File: src/rtl/traffic_light_controller_param.sv
// Two-road intersection controller: main/side signal heads, latched pedestrian walk phase,
// tick prescaler for phase timing and a flashing-amber override.
module traffic_light_controller_param #(
    parameter int PRESCALE      = 1,
    parameter int GREEN_TICKS   = 5,
    parameter int YELLOW_TICKS  = 3,
    parameter int ALL_RED_TICKS = 1,
    parameter int PED_TICKS     = 4,
    parameter int CNT_W         = 8
) (
    input  logic       clk,
    input  logic       rst_n,
    input  logic       ped_req,
    input  logic       flash_mode,
    output logic [2:0] main_light,
    output logic [2:0] side_light,
    output logic       ped_walk,
    output logic       ped_pending,
    output logic [2:0] phase
);

    localparam int PRE_W = (PRESCALE > 1) ? $clog2(PRESCALE) : 1;

    localparam logic [2:0] LAMP_RED    = 3'b100;
    localparam logic [2:0] LAMP_GREEN  = 3'b010;
    localparam logic [2:0] LAMP_YELLOW = 3'b001;
    localparam logic [2:0] LAMP_DARK   = 3'b000;

    typedef enum logic [2:0] {
        S_MG   = 3'd0,
        S_MY   = 3'd1,
        S_AR_A = 3'd2,
        S_PW   = 3'd3,
        S_SG   = 3'd4,
        S_AR_B = 3'd5,
        S_SY   = 3'd6,
        S_FL   = 3'd7
    } state_t;

    state_t            state_q, state_d;
    state_t            succ_state;
    logic [CNT_W-1:0]  cnt_q, cnt_d;
    logic [CNT_W-1:0]  dur_m1;
    logic [PRE_W-1:0]  pre_q, pre_d;
    logic              blink_q, blink_d;
    logic              pend_q, pend_d;
    logic              tick;
    logic              phase_done;

    // Free-running prescaler; only reset ever clears it.
    assign tick  = (pre_q == PRE_W'(PRESCALE - 1));
    assign pre_d = tick ? '0 : pre_q + 1'b1;

    always_comb begin
        dur_m1 = '0;
        case (state_q)
            S_MG, S_SG:     dur_m1 = CNT_W'(GREEN_TICKS - 1);
            S_MY, S_SY:     dur_m1 = CNT_W'(YELLOW_TICKS - 1);
            S_AR_A, S_AR_B: dur_m1 = CNT_W'(ALL_RED_TICKS - 1);
            S_PW:           dur_m1 = CNT_W'(PED_TICKS - 1);
            default:        dur_m1 = '0;
        endcase
    end

    assign phase_done = (cnt_q == dur_m1);

    // The walk phase is inserted only if a request was already latched when AR_A expires.
    always_comb begin
        succ_state = S_AR_B;
        case (state_q)
            S_MG:    succ_state = S_MY;
            S_MY:    succ_state = S_AR_A;
            S_AR_A:  succ_state = pend_q ? S_PW : S_SG;
            S_PW:    succ_state = S_SG;
            S_SG:    succ_state = S_SY;
            S_SY:    succ_state = S_AR_B;
            S_AR_B:  succ_state = S_MG;
            default: succ_state = S_AR_B;
        endcase
    end

    always_ff @(posedge clk or negedge rst_n) begin
        if (!rst_n) begin
            state_q <= S_AR_B;
            cnt_q   <= '0;
            pre_q   <= '0;
            blink_q <= 1'b0;
            pend_q  <= 1'b0;
        end else begin
            state_q <= state_d;
            cnt_q   <= cnt_d;
            pre_q   <= pre_d;
            blink_q <= blink_d;
            pend_q  <= pend_d;
        end
    end

    always_comb begin
        state_d = state_q;
        cnt_d   = cnt_q;
        blink_d = blink_q;
        if (state_q != S_FL && flash_mode) begin
            state_d = S_FL;
            cnt_d   = '0;
            blink_d = 1'b0;
        end else begin
            case (state_q)
                S_FL: begin
                    if (!flash_mode) begin
                        state_d = S_AR_B;
                        cnt_d   = '0;
                    end else if (tick) begin
                        blink_d = ~blink_q;
                    end
                end
                S_MG, S_MY, S_AR_A, S_PW, S_SG, S_AR_B, S_SY: begin
                    if (tick) begin
                        if (phase_done) begin
                            state_d = succ_state;
                            cnt_d   = '0;
                        end else begin
                            cnt_d = cnt_q + 1'b1;
                        end
                    end
                end
                default: begin
                    state_d = S_AR_B;
                    cnt_d   = '0;
                end
            endcase
        end
    end

    // Requests are dropped while walking, on the walk entry edge and throughout flashing.
    always_comb begin
        pend_d = pend_q;
        if (state_d == S_FL) begin
            pend_d = 1'b0;
        end else if (state_q == S_FL) begin
            pend_d = pend_q;
        end else if (state_d == S_PW && state_q != S_PW) begin
            pend_d = 1'b0;
        end else if (ped_req && state_q != S_PW) begin
            pend_d = 1'b1;
        end
    end

    always_comb begin
        main_light = LAMP_RED;
        side_light = LAMP_RED;
        ped_walk   = 1'b0;
        case (state_q)
            S_MG:    main_light = LAMP_GREEN;
            S_MY:    main_light = LAMP_YELLOW;
            S_PW:    ped_walk   = 1'b1;
            S_SG:    side_light = LAMP_GREEN;
            S_SY:    side_light = LAMP_YELLOW;
            S_FL: begin
                main_light = blink_q ? LAMP_YELLOW : LAMP_DARK;
                side_light = blink_q ? LAMP_RED : LAMP_DARK;
            end
            default: begin
                main_light = LAMP_RED;
                side_light = LAMP_RED;
            end
        endcase
    end

    assign ped_pending = pend_q;
    assign phase       = state_q;

endmodule
File: config.mk
export PLATFORM = sky130hd
export DESIGN_NAME = traffic_light_controller_param
export DESIGN_NICKNAME = d
export VERILOG_FILES = /design/src/rtl/traffic_light_controller_param.sv
export SDC_FILE = /design/constraint.sdc
export NUM_CORES = 1
export LEC_CHECK = 0
export ABC_AREA = 1
export BUFFER_PORTS_ARGS = -buffer_cell sky130_fd_sc_hd__buf_2
export CORE_MARGIN = 5
export CORE_UTILIZATION = 51
export CTS_BUF_LIST = sky130_fd_sc_hd__clkbuf_8 sky130_fd_sc_hd__clkbuf_16
export DETAILED_ROUTE_END_ITERATION = 16
export GPL_ROUTABILITY_DRIVEN = 0
export PLACE_DENSITY = 0.74
export SLEW_MARGIN = 20
export SYNTH_ARGS = -nofsm -noshare
export SYNTH_HDL_FRONTEND = slang
export SYNTH_SLANG_ARGS = --single-unit
File: constraint.sdc
create_clock -name clk -period 3.35 [get_ports clk]
set_input_delay 0.5025 -clock clk [delete_from_list [all_inputs] [get_ports clk]]
set_output_delay 0.5025 -clock clk [all_outputs]
set_load 0.02 [all_outputs]
==> metrics <==
clk_lat worst skew roughly 0.24 ns; nets 147; initial antenna violation count 0; crit-path cells nand2_2 > inv_1 > nand2_1 > nand2_1 > inv_1 > nand2_1 > o21ai_0 > buf_2; Fillers 140; Inserted Clock Buffers 3; clock root buffer clkbuf_8; Post-DRT Antenna Nets 0; final worst-path cycle share a little under two thirds; critical path class flop to output pin; top cells by count, synth nand2_1, inv_1, dfrtp_1, nand3_1, nor2_1; Die X 51.1 µm; WP data required approximately 2.9 ns; status finished, final reports clean; initial drt markers 38; Post-Route WL about 2000 µm; capturing point of the worst reg2reg path ped_pending$_DFFE_PN0P_; IO Pins 15; Slew HR about three quarters; Port Buffers 14; Clock Sinks 13; Final Power ~1000 µW; post-synthesis register bit count 13; Syn-to-layout area delta 15.1%; die height a little over 50 µm; Finished Cell Area approximately 990 µm²; Clock Skews 0.00637 ns; pre-CTS setup slack around 1.5 ns; Static Leak roughly 0.55 nW; overflow left after global routing 0; crit path DAT about 1.6 ns; CTS Hold Bufs 0; Buf/Inv on CP 3; Synth area leader dfrtp_1; post-CTS setup buffers 0; Total GRT Usage 16.5%; Synth Net Count around 130; detailed-route wire length per cell 12.8 µm; multi-input logic area about 440 µm²; CTS tree done; Power Density slightly above 1000 nW/µm²; Initial Util between 50% and 60%; flop2flop setup slack between 1.5 and 2 ns; crit-path max FO 8; DRC viols 0; min cycle time layout around 2.1 ns; Final WS setup around 1.2 ns; instance area after placement ~950 µm²; Max Fclk ~470 MHz; via count 843; storage element area between 300 and 400 µm²; # diodes 0; Hold Path Class primary input to asynchronous set/reset pin; placed cells approximately 150; mapped cell area 861 µm²; Crit path max-delay family flip-flops; CP max stage delay around 0.6 ns; Final Max Slew Viols 0; ys flop type dfrtp_1; Post-synth EDFFs 0; Final HPWL DP about 1600 µm; core area 1560 µm²; pin count of the biggest net entering global routing 14; Final Hold Vio Count 0; actual slew at the worst max-slew pin about 0.35 ns; drt pass-1 iters 4; Clk pin slew, worst setup/hold paths roughly 0.06 ns; total die area 2610 µm²; Cells after Synth 124; Max clock buf depth 2; Setup Viol. Count Final 0; Synth async-reset ratio 100%; Max Cap Viol 0; FF-to-FF path depth 9; Crit. End Element output pin; Setup TNS Final 0 ns; startpoint class of the critical path flop; post-cts sizing count 0; first-pass GRT wire length about 3300 µm; Netlist cell types 22; routed vias/inst 5.37; Core Rows 14; most used cell, CP nand2_1; ranking of synthesized cells by area dfrtp_1, nand2_1, inv_1, nand3_1, dfstp_2; post-synthesis sequential area ratio 38.1%; vias in the first global route roughly 750; Worst VDD drop approximately 0.57 mV; H-tree depth 1; Ys Warns 0; non-filler instance count after layout roughly 160; slowest cell on the critical path dfstp_2; Mapped Avg Cell Area 6.94 µm²; share of cells above drive strength 1 slightly above 20%; RSZ-0062 raised after global routing false; most frequent cell after synthesis nand2_1; reg2reg start phase[0]$_DFF_PN1_; top-area cell type share of the netlist area a little under a third
-- cell usage in the layout, fill, tap and decap left out, drive strengths merged --
master / n
buf: 14
o21ai: 11
xor2: 3
nor3: 3
clkbuf: 3
a21oi: 3
nand4: 2
nand2: 33
nor2: 13
nand3: 13
dfrtp: 11
dfstp: 2
o22ai: 4
ha: 1
inv: 25
-- power by group --
part           switching, mW  internal, mW  leakage, nW
combinational          0.422         0.182        0.355
sequential            0.0553         0.204        0.168
clock                 0.0532        0.0807       0.0269
total                  0.531         0.467        0.550
-- per-stage QoR --
step	hold WS [ns]	utilization, %
after floorplan	0.207	-
after global placement	0.400	60.7
after detailed placement	0.400	60.7
after CTS	0.140	63.6
after global routing	0.151	63.6
final	0.133	63.6
-- state kept, by name, indices dropped and copies added (netlist names) --
name,flops
blink_q,1
cnt_q,8
ped_pending,1
phase,3
-- worst max-delay path by stage --
stage / start / to / depth (start not counted)
after floorplan: phase[0]$_DFF_PN1_ / main_light[0] / 4
final: phase[0]$_DFF_PN1_ / side_light[2] / 8
after global placement: phase[0]$_DFF_PN1_ / side_light[2] / 8
after global routing: phase[0]$_DFF_PN1_ / side_light[2] / 8
after detailed placement: phase[0]$_DFF_PN1_ / side_light[2] / 8
after CTS: phase[0]$_DFF_PN1_ / side_light[2] / 8
-- cells by family (layout without fill, tap and decap cells) --
group | count (synthesis) | in the layout | share of synthesized area, %
simple gates | 64 | 64 | 34.9
flops | 13 | 13 | 38.1
xor+xnor | 3 | 3 | 3.05
buf+inv | 25 | 42 | 11.0
compound gates | 18 | 18 | 11.5
fa+ha+maj | 1 | 1 | 1.45
-- area by class of cell --
type / instances / area share [%]
Clock buffer: 3 / 4.17
Clock inverter: 1 / 0.379
Inverter: 24 / 9.09
Multi-Input combinational cell: 86 / 44.2
Sequential cell: 13 / 33.1
Tap cell: 16 / 2.02
Timing Repair Buffer: 14 / 7.07
-- per-layer routing --
| layer | global-route usage, % | share of wire [%] | vias up |
|---|---|---|---|
| met3 | 3.49 | 8.3 | 2 |
| met2 | 24.0 | 43 | 44 |
| met5 | 0 | 0 | - |
| met4 | 5.38 | 0.69 | 0 |
| met1 | 24.2 | 48 | 372 |
| li1 | - | - | 425 |
Note: power is estimated with default switching activity, not from simulation.
